$ cat src/rtl/wb_master_arbiter.sv
// rtl/wb_master_arbiter.sv - two-master Wishbone B4 classic arbiter, round-robin, grant held per cyc
// Optional stall watchdog enabled by defining WB_ARB_TIMEOUT_EN.
module wb_master_arbiter #(
    parameter int AW             = 32,
    parameter int DW             = 32,
    parameter int TIMEOUT_CYCLES = 255
) (
    input  logic            clk,
    input  logic            reset_n,

    input  logic [AW-1:0]   m0_adr_i,
    input  logic [DW-1:0]   m0_dat_i,
    input  logic [DW/8-1:0] m0_sel_i,
    input  logic            m0_we_i,
    input  logic            m0_cyc_i,
    input  logic            m0_stb_i,
    output logic [DW-1:0]   m0_dat_o,
    output logic            m0_ack_o,
    output logic            m0_err_o,

    input  logic [AW-1:0]   m1_adr_i,
    input  logic [DW-1:0]   m1_dat_i,
    input  logic [DW/8-1:0] m1_sel_i,
    input  logic            m1_we_i,
    input  logic            m1_cyc_i,
    input  logic            m1_stb_i,
    output logic [DW-1:0]   m1_dat_o,
    output logic            m1_ack_o,
    output logic            m1_err_o,

    output logic [AW-1:0]   wb_io_adr_o,
    output logic [DW-1:0]   wb_io_dat_o,
    output logic [DW/8-1:0] wb_io_sel_o,
    output logic            wb_io_we_o,
    output logic            wb_io_cyc_o,
    output logic            wb_io_stb_o,
    input  logic [DW-1:0]   wb_io_dat_i,
    input  logic            wb_io_ack_i,
    input  logic            wb_io_err_i,

    output logic [1:0]      gnt_o,
    output logic            timeout_o
);

    typedef enum logic [1:0] {
        IDLE = 2'd0,
        GNT0 = 2'd1,
        GNT1 = 2'd2
    } state_t;

    state_t state_q, state_d;
    logic   last_gnt_q, last_gnt_d;
    logic   gnt_stb;
    logic   timeout_fire;

    always_comb begin
        gnt_stb = 1'b0;
        case (state_q)
            GNT0:    gnt_stb = m0_stb_i;
            GNT1:    gnt_stb = m1_stb_i;
            default: gnt_stb = 1'b0;
        endcase
    end

`ifdef WB_ARB_TIMEOUT_EN
    localparam logic [7:0] TMO_LAST = 8'(TIMEOUT_CYCLES - 1);

    logic [7:0] tmo_cnt_q, tmo_cnt_d;
    logic       stalled;

    // The watchdog fires on the TIMEOUT_CYCLES-th consecutive stalled strobe cycle.
    always_comb begin
        stalled      = (state_q != IDLE) && gnt_stb && !wb_io_ack_i && !wb_io_err_i;
        timeout_fire = stalled && (tmo_cnt_q == TMO_LAST);
        tmo_cnt_d    = (stalled && !timeout_fire) ? tmo_cnt_q + 8'd1 : 8'd0;
    end

    always_ff @(posedge clk) begin
        if (!reset_n) begin
            tmo_cnt_q <= 8'd0;
        end else begin
            tmo_cnt_q <= tmo_cnt_d;
        end
    end
`else
    logic [7:0] unused_tmo_param;

    assign unused_tmo_param = 8'(TIMEOUT_CYCLES);
    assign timeout_fire     = 1'b0;
`endif

    always_comb begin
        state_d    = state_q;
        last_gnt_d = last_gnt_q;
        case (state_q)
            IDLE: begin
                if (m0_cyc_i && m1_cyc_i) begin
                    state_d = last_gnt_q ? GNT0 : GNT1;
                end else if (m0_cyc_i) begin
                    state_d = GNT0;
                end else if (m1_cyc_i) begin
                    state_d = GNT1;
                end
            end
            GNT0: begin
                if (!m0_cyc_i || timeout_fire) begin
                    state_d    = IDLE;
                    last_gnt_d = 1'b0;
                end
            end
            GNT1: begin
                if (!m1_cyc_i || timeout_fire) begin
                    state_d    = IDLE;
                    last_gnt_d = 1'b1;
                end
            end
            default: state_d = IDLE;
        endcase
    end

    always_ff @(posedge clk) begin
        if (!reset_n) begin
            state_q    <= IDLE;
            last_gnt_q <= 1'b1;
        end else begin
            state_q    <= state_d;
            last_gnt_q <= last_gnt_d;
        end
    end

    // Bus mux: the granted master drives the interconnect; IDLE releases everything to zero.
    always_comb begin
        wb_io_adr_o = '0;
        wb_io_dat_o = '0;
        wb_io_sel_o = '0;
        wb_io_we_o  = 1'b0;
        wb_io_cyc_o = 1'b0;
        wb_io_stb_o = 1'b0;
        m0_ack_o    = 1'b0;
        m0_err_o    = 1'b0;
        m1_ack_o    = 1'b0;
        m1_err_o    = 1'b0;
        gnt_o       = 2'b00;
        case (state_q)
            GNT0: begin
                wb_io_adr_o = m0_adr_i;
                wb_io_dat_o = m0_dat_i;
                wb_io_sel_o = m0_sel_i;
                wb_io_we_o  = m0_we_i;
                wb_io_cyc_o = m0_cyc_i && !timeout_fire;
                wb_io_stb_o = m0_stb_i && !timeout_fire;
                m0_ack_o    = wb_io_ack_i;
                m0_err_o    = wb_io_err_i || timeout_fire;
                gnt_o       = 2'b01;
            end
            GNT1: begin
                wb_io_adr_o = m1_adr_i;
                wb_io_dat_o = m1_dat_i;
                wb_io_sel_o = m1_sel_i;
                wb_io_we_o  = m1_we_i;
                wb_io_cyc_o = m1_cyc_i && !timeout_fire;
                wb_io_stb_o = m1_stb_i && !timeout_fire;
                m1_ack_o    = wb_io_ack_i;
                m1_err_o    = wb_io_err_i || timeout_fire;
                gnt_o       = 2'b10;
            end
            default: ;
        endcase
    end

    assign m0_dat_o  = wb_io_dat_i;
    assign m1_dat_o  = wb_io_dat_i;
    assign timeout_o = timeout_fire;

endmodule

$ cat config.mk
export PLATFORM = sky130hd
export DESIGN_NAME = wb_master_arbiter
export DESIGN_NICKNAME = d
export VERILOG_FILES = /design/src/rtl/wb_master_arbiter.sv
export SDC_FILE = /design/constraint.sdc
export NUM_CORES = 1
export LEC_CHECK = 0
export BUFFER_PORTS_ARGS = -buffer_cell sky130_fd_sc_hd__buf_2
export CORE_AREA = 2 2 125 127
export DETAILED_ROUTE_END_ITERATION = 12
export DIE_AREA = 0 0 127 129
export PLACE_DENSITY = 0.46
export SETUP_SLACK_MARGIN = 0.2
export SLEW_MARGIN = 20
export SYNTH_ARGS = -nofsm -noshare
export SYNTH_HDL_FRONTEND = slang
export SYNTH_SLANG_ARGS = --single-unit
$ cat constraint.sdc
create_clock -name clk -period 1.3 [get_ports clk]
set_input_delay 0.065 -clock clk [delete_from_list [all_inputs] [get_ports clk]]
set_output_delay 0.065 -clock clk [all_outputs]
set_load 0.01 [all_outputs]
# After elaboration in Yosys (flattened, before gate mapping)
# Cells that the tools add are included.
dict set report totals {
  reg_bits 3
  inputBits 178
  output_inout_bits 142
}
dict set report classes {
  eq_ne 5
  mux 21
  n_reduce_logical 5
}
# op count
set ops {}
lappend ops {{32-bit case mux with 2 select lines} 2}
lappend ops {{2-bit 2-to-1 mux} 6}
lappend ops {{1-bit case mux with 2 select lines} 4}
lappend ops {{4-bit case mux with 2 select lines} 1}
lappend ops {{1-bit 2-to-1 mux} 6}
lappend ops {{2-bit case mux with 3 select lines} 1}
lappend ops {{3-bit AND reduction} 2}
lappend ops {{2-bit != test (second input constant)} 2}
lappend ops {{4-bit != test (second input constant)} 1}
lappend ops {{2-bit case mux with 2 select lines} 1}
lappend ops {{2-bit by 1-bit equality test with 1-bit output (second input constant)} 1}
lappend ops {{2-bit equality test (second input constant)} 1}
lappend ops {{2-bit logical NOT} 1}
lappend ops {{2-bit nonzero test} 1}
lappend ops {{1-bit logical AND} 1}

# Longest topological paths before layout
# Gate-level depths: netlist of run 1.
dict set report depth {
  ltp_word 4
  mapped_depth 7
  ltp_nobuf 5
}

# Worst setup path after synthesis of run 1
# Ideal clock, no wire load.
dict set report synth_path {
  path_kind {register -> output}
  startpoint {register state_q[0]}
  endpoint {output port wb_io_adr_o[24]}
  arrival_time_ps 1238
  required_time_ps 1235
  path_slack_ps -3
  path_stages_with_launch 5
  n_path_buf 1
  cell_sequence {dfxtp_1 inv_1 ha_1 clkbuf_1 nor2b_1}
}
dict set report synth_between {
  elab_chain_cells 2
}
# element line_no
set synth_rtl {}
lappend synth_rtl {{start, declared} 51} ;# state_t state_q, state_d;
lappend synth_rtl {{start signal, assigned} 126} ;# state_q <= state_d;
lappend synth_rtl {{2-bit equality test / 2-bit by 1-bit equality test with 1-bit output (equally long branches)} 144} ;# case (state_q)
lappend synth_rtl {{32-bit case mux with 2 select lines (*)} 144}
lappend synth_rtl {{end, declared} 31} ;# output logic [AW-1:0] wb_io_adr_o,
# Every way passes the cells marked *; elsewhere a longest branch is shown, timed or not.

# Worst setup path in the final report of run 1
dict set report layout_path {
  startpoint {register state_q[1]}
  endpoint {output port wb_io_adr_o[2]}
}
# The elaborated chain is that of the path after synthesis.

==> flow_metrics.py, run 1 <==
metrics = {
    "logic_synthesis": {
        "yosys_warnings": 0,
        "ys_ff_latch": 3,
        "syn_avg_cell_area_um2": 7.25,
        "synthCells": 261,
        "syn_area_mm2": 0.00189,
        "ys_seq_area_share_pct": 3.17,
        "synthDistinctLibCells": 22,
        "syn_nets": 444,
    },
    "placed_design": {
        "post-dp-hpwl_um": 6660,
        "io_buffers": 222,
        "pre_cts_ws_ps": -54.1,
        "gp_congestion": 0.699,
    },
    "global_routing": {
        "antenna_found_initial": 0,
        "grt_pass1_wl_um": 12400,
        "grt_max_degree": 35,
        "met1_usage_pct": 10.3,
        "grt_overflow": 0,
        "grt_use_met3_pct": 2.41,
        "met2_usage_pct": 18.1,
        "grt_usage_pct": 9.52,
        "grt_pass1_vias": 2345,
        "busiest_layer": "met2",
    },
    "power": {
        "p_int_w": 0.00222,
        "pwr-share-seq_pct": 3.5,
        "netSwitchingFraction_pct": 39.0,
        "switchingPower_w": 0.00141,
        "clkPwrFrac_pct": 13.7,
        "ir_worst_vdd_v": 0.000467,
        "power_frac_comb_pct": 82.8,
        "power_leakage_nw": 1.65,
        "powerDensity_mw_per_mm2": 938,
    },
    "timing": {
        "fin_crit_ps": 1580,
        "setup_slack_ps": -278,
        "setup_viol": 76,
        "rsz0062_at_grt": "yes",
        "timing.fmax_ghz": 0.634,
        "hold_viol": 0,
        "slew_viol_final": 0,
        "fin_setup_tns_ps": -18130,
        "fin_hold_ws_ps": 69.9,
        "period_share_pct": 121,
        "skew_ps": 1.15,
    },
    "worst_setup_path": {
        "slowest_delay_ps": 350,
        "cp_slowest_cell": "dfxtp_4",
        "critPathLaunch": "state_q[1]",
        "crit_end": "wb_io_adr_o[2]",
        "r2r_cells": 7,
        "worst-r2r-setup-slack_ps": -120,
        "critPathCaptureType": "output pin",
        "timing.rr.start": "state_q[0]",
        "r2r-end": "last_gnt_q",
        "worstSetupPathType": "reg2out",
        "crit_fanout": 15,
        "worstPathCellList": "buf_6 > ha_4 > clkbuf_16 > a22oi_2 > nor2b_2 > buf_2",
        "crit_path_start_kind": "flip-flop",
        "required_ps": 1240,
        "cp.arrival_ps": 1510,
    },
    "floorplanning": {
        "core_area_mm2": 0.0150,
        "start_util_pct": 12.6,
        "dieArea_mm2": 0.0164,
        "ios": 320,
        "chipWidth_um": 127,
        "rows": 45,
        "dieHeight_um": 129,
    },
    "clock_network": {
        "cts_sinks": 3,
        "clkLatencyLatePin_ps": 230,
        "clk_path_buf_depth": 2,
        "cts_tree": "yes",
        "cts_buffers": 3,
        "cts.clk_slew.worst_paths_ps": 30,
        "htree_levels": 1,
        "clockRootBuffer": "clkbuf_16",
    },
    "routing": {
        "drt_iter0_drc": 52,
        "via_count": 2501,
        "ant_nets": 0,
        "wl_per_cell_um": 16.3,
        "routed_wl_um": 9900,
        "drc": 0,
        "viasPerCell": 4.11,
        "dr.pass1.iters": 4,
    },
    "cells_and_area": {
        "synthToLayoutAreaGrowth_pct": 104,
        "drive_above_1_share_pct": 93.8,
        "nets": 605,
        "fin_util_pct": 25.8,
        "diodes": 0,
    },
    "worst_hold_path": {
        "min_path_type": "in2reg",
    },
    "outcome": {
        "status": "complete, but fails checks",
        "violations": "setup timing",
    },
    "flow_run": {
        "drv_cap": 0,
    },
}
==> metrics by stage <==
step | cell area [um^2] | power (W) | cells
global route | 3870 | 0.00385 | 609
global placement | 3120 | 0.00217 | 591
floorplan | 2300 | 0.00176 | 261
CTS | 3530 | 0.00329 | 603
detailed placement | 3120 | 0.00222 | 591
finish | 3870 | 0.00363 | 609
==> logic make-up after synthesis <==
group | count (synthesis) | synth area share (%)
flip-flops | 3 | 3.17
other | 1 | 0.198
AND/OR/NAND/NOR | 83 | 26.8
multiplexers | 2 | 1.06
buffers and inverters | 91 | 34.8
adder cells (fa/ha/maj) | 5 | 3.30
AO/OA/AOI/OAI | 76 | 30.6
==> synth_stat cells (all sizes together) <==
cell type	instances	area, um^2
nor2b	70	438
and2	4	25.0
a21o	1	7.51
and2b	1	7.51
ha	5	62.6
a21boi	1	18.8
clkbuf	7	26.3
nand2	3	11.3
nor2	2	7.51
nand2b	2	12.5
dfxtp	3	60.1
inv	2	7.51
nand4	1	6.26
a21oi	2	10.0
o21ai	1	5.00
buf	82	626
mux2i	2	20.0
conb	1	3.75
a22oi	71	538
==> sequential cells by signal, summed over array words and instances (netlist names) <==
| signal | count |
|---|---|
| state_q | 2 |
| last_gnt_q | 1 |
==> power by group through the flow <==
| stage | logic (W) | registers, W | clock network [W] |
|---|---|---|---|
| 2_1_floorplan | 0.00163 | 0.000123 | 0 |
| 3_3_place_gp | 0.00204 | 0.000130 | 0 |
| 3_5_place_dp | 0.00209 | 0.000131 | 0 |
| 4_1_cts | 0.00266 | 0.000125 | 0.000506 |
| 5_1_grt | 0.00321 | 0.000130 | 0.000509 |
| 6_report | 0.00301 | 0.000126 | 0.000497 |
==> layout make-up <==
type                       count  area [um^2]
clock buffer                   4         78.8
sequential                     3         67.6
fill                        1615        11100
multi-input combinational    167         1780
timing repair buffer         245         1690
inverter                       2         12.5
tap                          188          235
==> placed cells by master, fill, tap and decap left out, drive strengths merged <==
cell and n:
a21boi 1, a21o 1, a21oi 2, a22oi 71, and2 4, and2b 1
buf 240, clkbuf 9, conb 1, dfxtp 3, ha 5, inv 2
mux2i 2, nand2 3, nand2b 2, nand4 1, nor2 2, nor2b 70
o21ai 1
==> what timing repair did <==
item,CTS,global route
gates resized for setup,39,39
hold buffers,0,0
pin swaps,3,7
setup buffers,4,1
gates cloned,4,5
setup endpoints to repair,79,80
==> metal layers <==
metal  share of wire (%)  vias up
li1                    -     1168
met1                  37     1172
met2                  53      133
met3                 7.6       28
met4                 2.4        0
met5                   0        -
==> how the worst min path moves through the flow <==
stage | start | end | slack (ps) | cells past startpoint
floorplan | reset_n | last_gnt_q | 140 | 1
global placement | wb_io_dat_i[15] | m0_dat_o[15] | 130 | 0
detailed placement | wb_io_dat_i[15] | m0_dat_o[15] | 130 | 0
CTS | reset_n | last_gnt_q | 70 | 2
global route | reset_n | last_gnt_q | 70 | 2
finish | reset_n | last_gnt_q | 70 | 2
==> worst max-delay path: cells and delay by family (launching register included) <==
kind                       cells  cell delay (ps)
AOI/OAI and AO/OA              1               90
adders and majority gates      1              240
and+or+nand+nor                1              110
DFF                            1              350
buffers and inverters          3              490
No activity file was read; power rests on OpenSTA's default activity.
==> inputs of run 2 (changes only) <==
--- a/config.mk
+++ b/config.mk
@@ -5,11 +5,12 @@
 export SDC_FILE = /design/constraint.sdc
 export NUM_CORES = 1
 export LEC_CHECK = 0
+export ABC_AREA = 1
 export BUFFER_PORTS_ARGS = -buffer_cell sky130_fd_sc_hd__buf_2
 export CORE_AREA = 2 2 125 127
 export DETAILED_ROUTE_END_ITERATION = 12
 export DIE_AREA = 0 0 127 129
-export PLACE_DENSITY = 0.46
+export PLACE_DENSITY = 0.45
 export SETUP_SLACK_MARGIN = 0.2
 export SLEW_MARGIN = 20
 export SYNTH_ARGS = -nofsm -noshare
==> flow_metrics.py, run 2 <==
metrics = {
    "clock_network": {
        "cts_hold_buf": 0,
        "cts_tree": "yes",
        "cts.clk_slew.worst_paths_ps": 30,
        "clockRootBuffer": "clkbuf_16",
        "clkLatencyLatePin_ps": 220,
        "cts_buffers": 3,
        "htree_levels": 1,
        "clk_path_buf_depth": 2,
        "cts_sinks": 3,
    },
    "timing": {
        "slew_viol_final": 0,
        "setup_viol": 77,
        "fin_crit_ps": 1510,
        "period_share_pct": 116,
        "hold_viol": 0,
        "fin_hold_ws_ps": 69.8,
        "timing.fmax_ghz": 0.661,
        "skew_ps": 1.41,
        "setup_slack_ps": -213,
        "fin_setup_tns_ps": -13790,
        "rsz0062_at_grt": "yes",
    },
    "routing": {
        "wl_per_cell_um": 12.4,
        "drt_iter0_drc": 58,
        "drc": 0,
        "viasPerCell": 3.80,
        "via_count": 2688,
        "routed_wl_um": 8790,
        "ant_nets": 0,
        "dr.pass1.iters": 4,
    },
    "logic_synthesis": {
        "ys_ff_latch": 3,
        "ys_top_cells_by_count": "155 x nand2_1, 71 x a21oi_1, 67 x buf_4",
        "synthMostInstantiatedCell": "nand2_1",
        "synth_area_leaders": "nand2_1 32%, buf_4 28%, a21oi_1 20%",
        "yosysTopAreaCell": "nand2_1",
        "syn_nets": 528,
        "synthCells": 345,
        "async_flop_share_pct": 0,
        "synth_edf_count": 0,
        "synth_top_area_share_pct": 31.9,
        "yosys_warnings": 0,
        "syn_area_mm2": 0.00182,
        "synthDistinctLibCells": 16,
        "syn_avg_cell_area_um2": 5.28,
        "synth_flop_cell": "dfxtp_1",
        "ys_seq_area_share_pct": 3.30,
    },
    "cells_and_area": {
        "seq_area_um2": 65.1,
        "largest_register": "state_q",
        "diodes": 0,
        "largest_reg_flops": 2,
        "fin_util_pct": 24.1,
        "stdcell_count": 708,
        "num-fill-cells": 1702,
        "multi_input_area_mm2": 0.00144,
        "synthToLayoutAreaGrowth_pct": 97.9,
        "final_cell_mix": "218 x buf_2, 127 x nand2_1, 53 x a21oi_2",
        "reg_top3": "state_q x2, last_gnt_q x1",
        "nets": 704,
        "layout_commonest_cell": "buf_2",
        "drive_above_1_share_pct": 69.2,
    },
    "placed_design": {
        "gp_congestion": 0.701,
        "io_buffers": 222,
        "pre_cts_ws_ps": -95.3,
        "post-dp-hpwl_um": 6000,
        "placedCellCount": 686,
    },
    "floorplanning": {
        "dieHeight_um": 129,
        "rows": 45,
        "ios": 320,
        "core_area_mm2": 0.0150,
        "chipWidth_um": 127,
        "start_util_pct": 12.2,
        "dieArea_mm2": 0.0164,
    },
    "global_routing": {
        "grt_usage_pct": 9.05,
        "antenna_found_initial": 0,
        "grt_pass1_vias": 2556,
        "grt_pass1_wl_um": 12000,
        "grt_max_degree": 32,
        "grt_overflow": 0,
    },
    "flow_run": {
        "drv_cap": 0,
    },
    "worst_setup_path": {
        "crit_fanout": 10,
        "critPathCaptureType": "output pin",
        "worstPathCellList": "inv_6 > ha_4 > inv_8 > clkbuf_16 > a21oi_2 > buf_2",
        "cp.arrival_ps": 1450,
        "cp_slowest_cell": "dfxtp_4",
        "crit_path_start_kind": "flip-flop",
        "worstSetupPathType": "reg2out",
        "slowest_delay_ps": 380,
        "required_ps": 1240,
    },
    "outcome": {
        "status": "complete, but fails checks",
        "violations": "setup timing",
    },
    "power": {
        "ir_worst_vdd_v": 0.000739,
        "power_leakage_nw": 1.78,
        "powerDensity_mw_per_mm2": 1440,
    },
    "worst_hold_path": {
        "min_path_type": "in2reg",
    },
}
[run 2: cell count changes after synthesis, sizes merged, moves of 6 or more]
cell	before	now
a21oi	2	71
nand2	3	155
nor2b	70	0
a22oi	71	0
clkbuf	7	13
buf	82	76
inv	2	11
[run 2: report_power, final]
group          total, W  leakage (nW)  switching, W  internal (W)
logic           0.00456          1.72       0.00240       0.00217
clock network  0.000486        0.0382     0.0000813      0.000405
registers      0.000155        0.0257     0.0000327      0.000122
[run 2: cell families (layout without fill, tap and decap cells)]
family | after synthesis | in the layout | synth area share (%)
simple gates | 163 | 163 | 33.7
flops | 3 | 3 | 3.30
compound gates | 73 | 73 | 20.2
other cells | 1 | 1 | 0.206
buf+inv | 100 | 275 | 39.2
fa+ha+maj | 5 | 5 | 3.43
[run 2: worst max-delay path: cells and delay by family, from the launching register on]
family / cells / cell delay, ps
buffers and inverters: 4 / 550
flip-flops: 1 / 380
adder cells (fa/ha/maj): 1 / 250
AO/OA/AOI/OAI: 1 / 40
[run 2: worst paths after layout]
check | startpoint | endpoint | slack, ps | depth (start not counted)
worst min-delay path | reset_n | last_gnt_q | 70 | 2
worst max register to register | state_q[1] | last_gnt_q | -10 | 8
worst min register to register | last_gnt_q | last_gnt_q | 510 | 2
worst max-delay path | state_q[0] | wb_io_adr_o[4] | -210 | 6
[run 2: routing by layer]
metal	global-route usage (%)	up-vias	wire, um
li1	-	1367	-
met1	9.26	1155	3440
met2	18.4	142	4490
met3	1.50	24	678
met4	3.17	0	180
met5	0	-	0
[run 2: timing repair]
action	4_1_cts	5_1_grt
cloned	3	5
buffers inserted	4	6
pin swaps	2	8
gates resized for setup	74	55
endpoints found under the hold margin	0	0
endpoints found under the setup margin	80	80
[run 2: through the flow]
stage,instance area (um^2),power (W)
floorplan,1940,0.00218
global placement,2790,0.00314
detailed placement,2790,0.00311
CTS,3230,0.00450
global route,3600,0.00559
finish,3600,0.00520
[run 2: area by class of cell]
| cell class | count | share of cell area, % |
|---|---|---|
| clock buffer | 4 | 2.19 |
| timing repair buffer | 260 | 48.1 |
| multi-input combinational | 242 | 39.8 |
| sequential | 3 | 1.80 |
| inverter | 11 | 1.56 |
| tap | 188 | 6.53 |
==> inputs of run 3 (changes only) <==
--- a/config.mk
+++ b/config.mk
@@ -11,7 +11,7 @@
 export DETAILED_ROUTE_END_ITERATION = 12
 export DIE_AREA = 0 0 127 129
 export PLACE_DENSITY = 0.45
-export SETUP_SLACK_MARGIN = 0.2
+export SETUP_SLACK_MARGIN = 0.05
 export SLEW_MARGIN = 20
 export SYNTH_ARGS = -nofsm -noshare
 export SYNTH_HDL_FRONTEND = slang
==> flow_metrics.py, run 3 (synthesis gave the netlist of run 2 again) <==
metrics = {
    "routing": {
        "drt_iter0_drc": 92,
        "via_count": 2774,
        "viasPerCell": 3.93,
        "drc": 0,
        "wl_per_cell_um": 14.5,
        "routed_wl_um": 10200,
        "dr.pass1.iters": 4,
        "ant_nets": 0,
    },
    "timing": {
        "fin_hold_ws_ps": 54.6,
        "rsz0062_at_grt": "yes",
        "slew_viol_final": 0,
        "setup_slack_ps": -274,
        "fin_crit_ps": 1570,
        "skew_ps": 2.89,
        "period_share_pct": 121,
        "fin_setup_tns_ps": -16590,
        "hold_viol": 0,
        "setup_viol": 76,
        "timing.fmax_ghz": 0.635,
    },
    "floorplanning": {
        "rows": 45,
        "dieHeight_um": 129,
        "core_area_mm2": 0.0150,
        "start_util_pct": 12.2,
        "ios": 320,
        "chipWidth_um": 127,
        "dieArea_mm2": 0.0164,
    },
    "power": {
        "p_int_w": 0.00274,
        "power_frac_comb_pct": 87.8,
        "power_leakage_nw": 1.83,
        "finalPower_w": 0.00539,
        "clkPwrFrac_pct": 9.3,
        "ir_worst_vdd_v": 0.000672,
        "netSwitchingFraction_pct": 49.1,
        "pwr-share-seq_pct": 2.9,
        "switchingPower_w": 0.00265,
        "powerDensity_mw_per_mm2": 1490,
    },
    "global_routing": {
        "antenna_found_initial": 0,
        "grt_overflow": 0,
        "grt_max_degree": 38,
        "grt_usage_pct": 9.41,
        "met2_usage_pct": 16.4,
        "busiest_layer": "met2",
        "grt_pass1_wl_um": 12300,
        "grt_pass1_vias": 2340,
        "grt_use_met3_pct": 1.66,
        "met1_usage_pct": 11.7,
    },
    "worst_setup_path": {
        "worstSetupPathType": "reg2out",
        "critPathLaunch": "state_q[0]",
        "critPathCaptureType": "output pin",
        "crit_fanout": 8,
        "required_ps": 1240,
        "slowest_delay_ps": 360,
        "worstPathCellList": "inv_6 > ha_4 > buf_4 > clkbuf_16 > nand2_1 > a21oi_1 > buf_2",
        "timing.rr.start": "state_q[1]",
        "crit_path_start_kind": "flip-flop",
        "cp_slowest_cell": "dfxtp_4",
        "cp.arrival_ps": 1510,
        "critPathBufInv": 4,
        "crit_family": "buffers and inverters",
    },
    "clock_network": {
        "cts_sinks": 3,
        "clockRootBuffer": "clkbuf_16",
        "htree_levels": 1,
        "clk_path_buf_depth": 2,
        "clkLatencyLatePin_ps": 230,
        "cts_buffers": 3,
        "cts.clk_slew.worst_paths_ps": 30,
        "cts_tree": "yes",
        "cts_hold_buf": 0,
    },
    "cells_and_area": {
        "synthToLayoutAreaGrowth_pct": 98.7,
        "diodes": 0,
        "final_cell_mix": "218 x buf_2, 122 x nand2_1, 39 x a21oi_2",
        "nets": 702,
        "largest_register": "state_q",
        "layout_commonest_cell": "buf_2",
        "largest_reg_flops": 2,
        "reg_top3": "state_q x2, last_gnt_q x1",
        "drive_above_1_share_pct": 67.0,
    },
    "outcome": {
        "violations": "setup timing",
        "status": "complete, but fails checks",
    },
    "placed_design": {
        "pre_cts_ws_ps": -84.9,
        "post-dp-hpwl_um": 5880,
        "io_buffers": 222,
        "gp_congestion": 0.737,
    },
    "worst_hold_path": {
        "min_path_type": "in2reg",
        "worstHoldStart": "reset_n",
    },
    "flow_run": {
        "drv_cap": 0,
    },
}
## run 3: cell count changes in the layout (fill, tap and decap cells not counted), moves of 2 or more
| cell | before | now |
|---|---|---|
| buf_4 | 8 | 5 |
| buf_8 | 5 | 2 |
| a21oi_2 | 53 | 39 |
| inv_2 | 4 | 2 |
| buf_16 | 2 | 6 |
| a21oi_1 | 16 | 31 |
| nand2_4 | 9 | 14 |
| nand2_1 | 127 | 122 |
## run 3: worst register-to-register path, cell delays in order, from the launching register on
cell	delay, ps
dfxtp_2	330
inv_4	80
ha_4	230
buf_6	130
nand2_4	40
buf_6	100
o211ai_1	160
nand3_1	90
## run 3: cell type report
type                       count  area (um^2)
fill                        1693        11400
timing repair buffer         258         1770
multi-input combinational    242         1420
tap                          188          235
clock buffer                   4         78.8
sequential                     3         65.1
inverter                      11         58.8
## run 3: through the flow
stage	cell area, um^2	instances	utilization, %
2_1_floorplan	1820	345	-
3_3_place_gp	2650	676	17.7
3_5_place_dp	2650	676	17.7
4_1_cts	3040	689	20.3
5_1_grt	3620	706	24.2
6_report	3620	706	24.2
## run 3: power by group through the flow
stage          Combinational, W  Clock [W]  Sequential, W
5_1_grt                 0.00508   0.000525       0.000159
2_1_floorplan           0.00181          0       0.000130
6_report                0.00473   0.000502       0.000155
3_3_place_gp            0.00269          0       0.000131
3_5_place_dp            0.00266          0       0.000132
4_1_cts                 0.00372   0.000517       0.000152
## run 3: repair_timing
item                                    CTS  global route
endpoints found under the setup margin   79            79
pin swaps                                 2            20
buffers inserted                          3            10
endpoints found under the hold margin     0             0
cloned                                    6             8
resized for setup                        33           102
## run 3: routing by layer
| layer | share of wire [%] | vias up |
|---|---|---|
| met2 | 49 | 144 |
| met4 | 1.9 | 0 |
| met1 | 41 | 1246 |
| li1 | - | 1363 |
| met5 | 0 | - |
| met3 | 7.5 | 21 |
## run 3: worst paths after layout
check                                        to  slack, ps  depth (start not counted)
worst max-delay path            wb_io_dat_o[10]       -270                          7
worst max register to register       last_gnt_q         30                          7
worst min register to register       last_gnt_q        510                          2
worst min-delay path                 last_gnt_q         50                          2
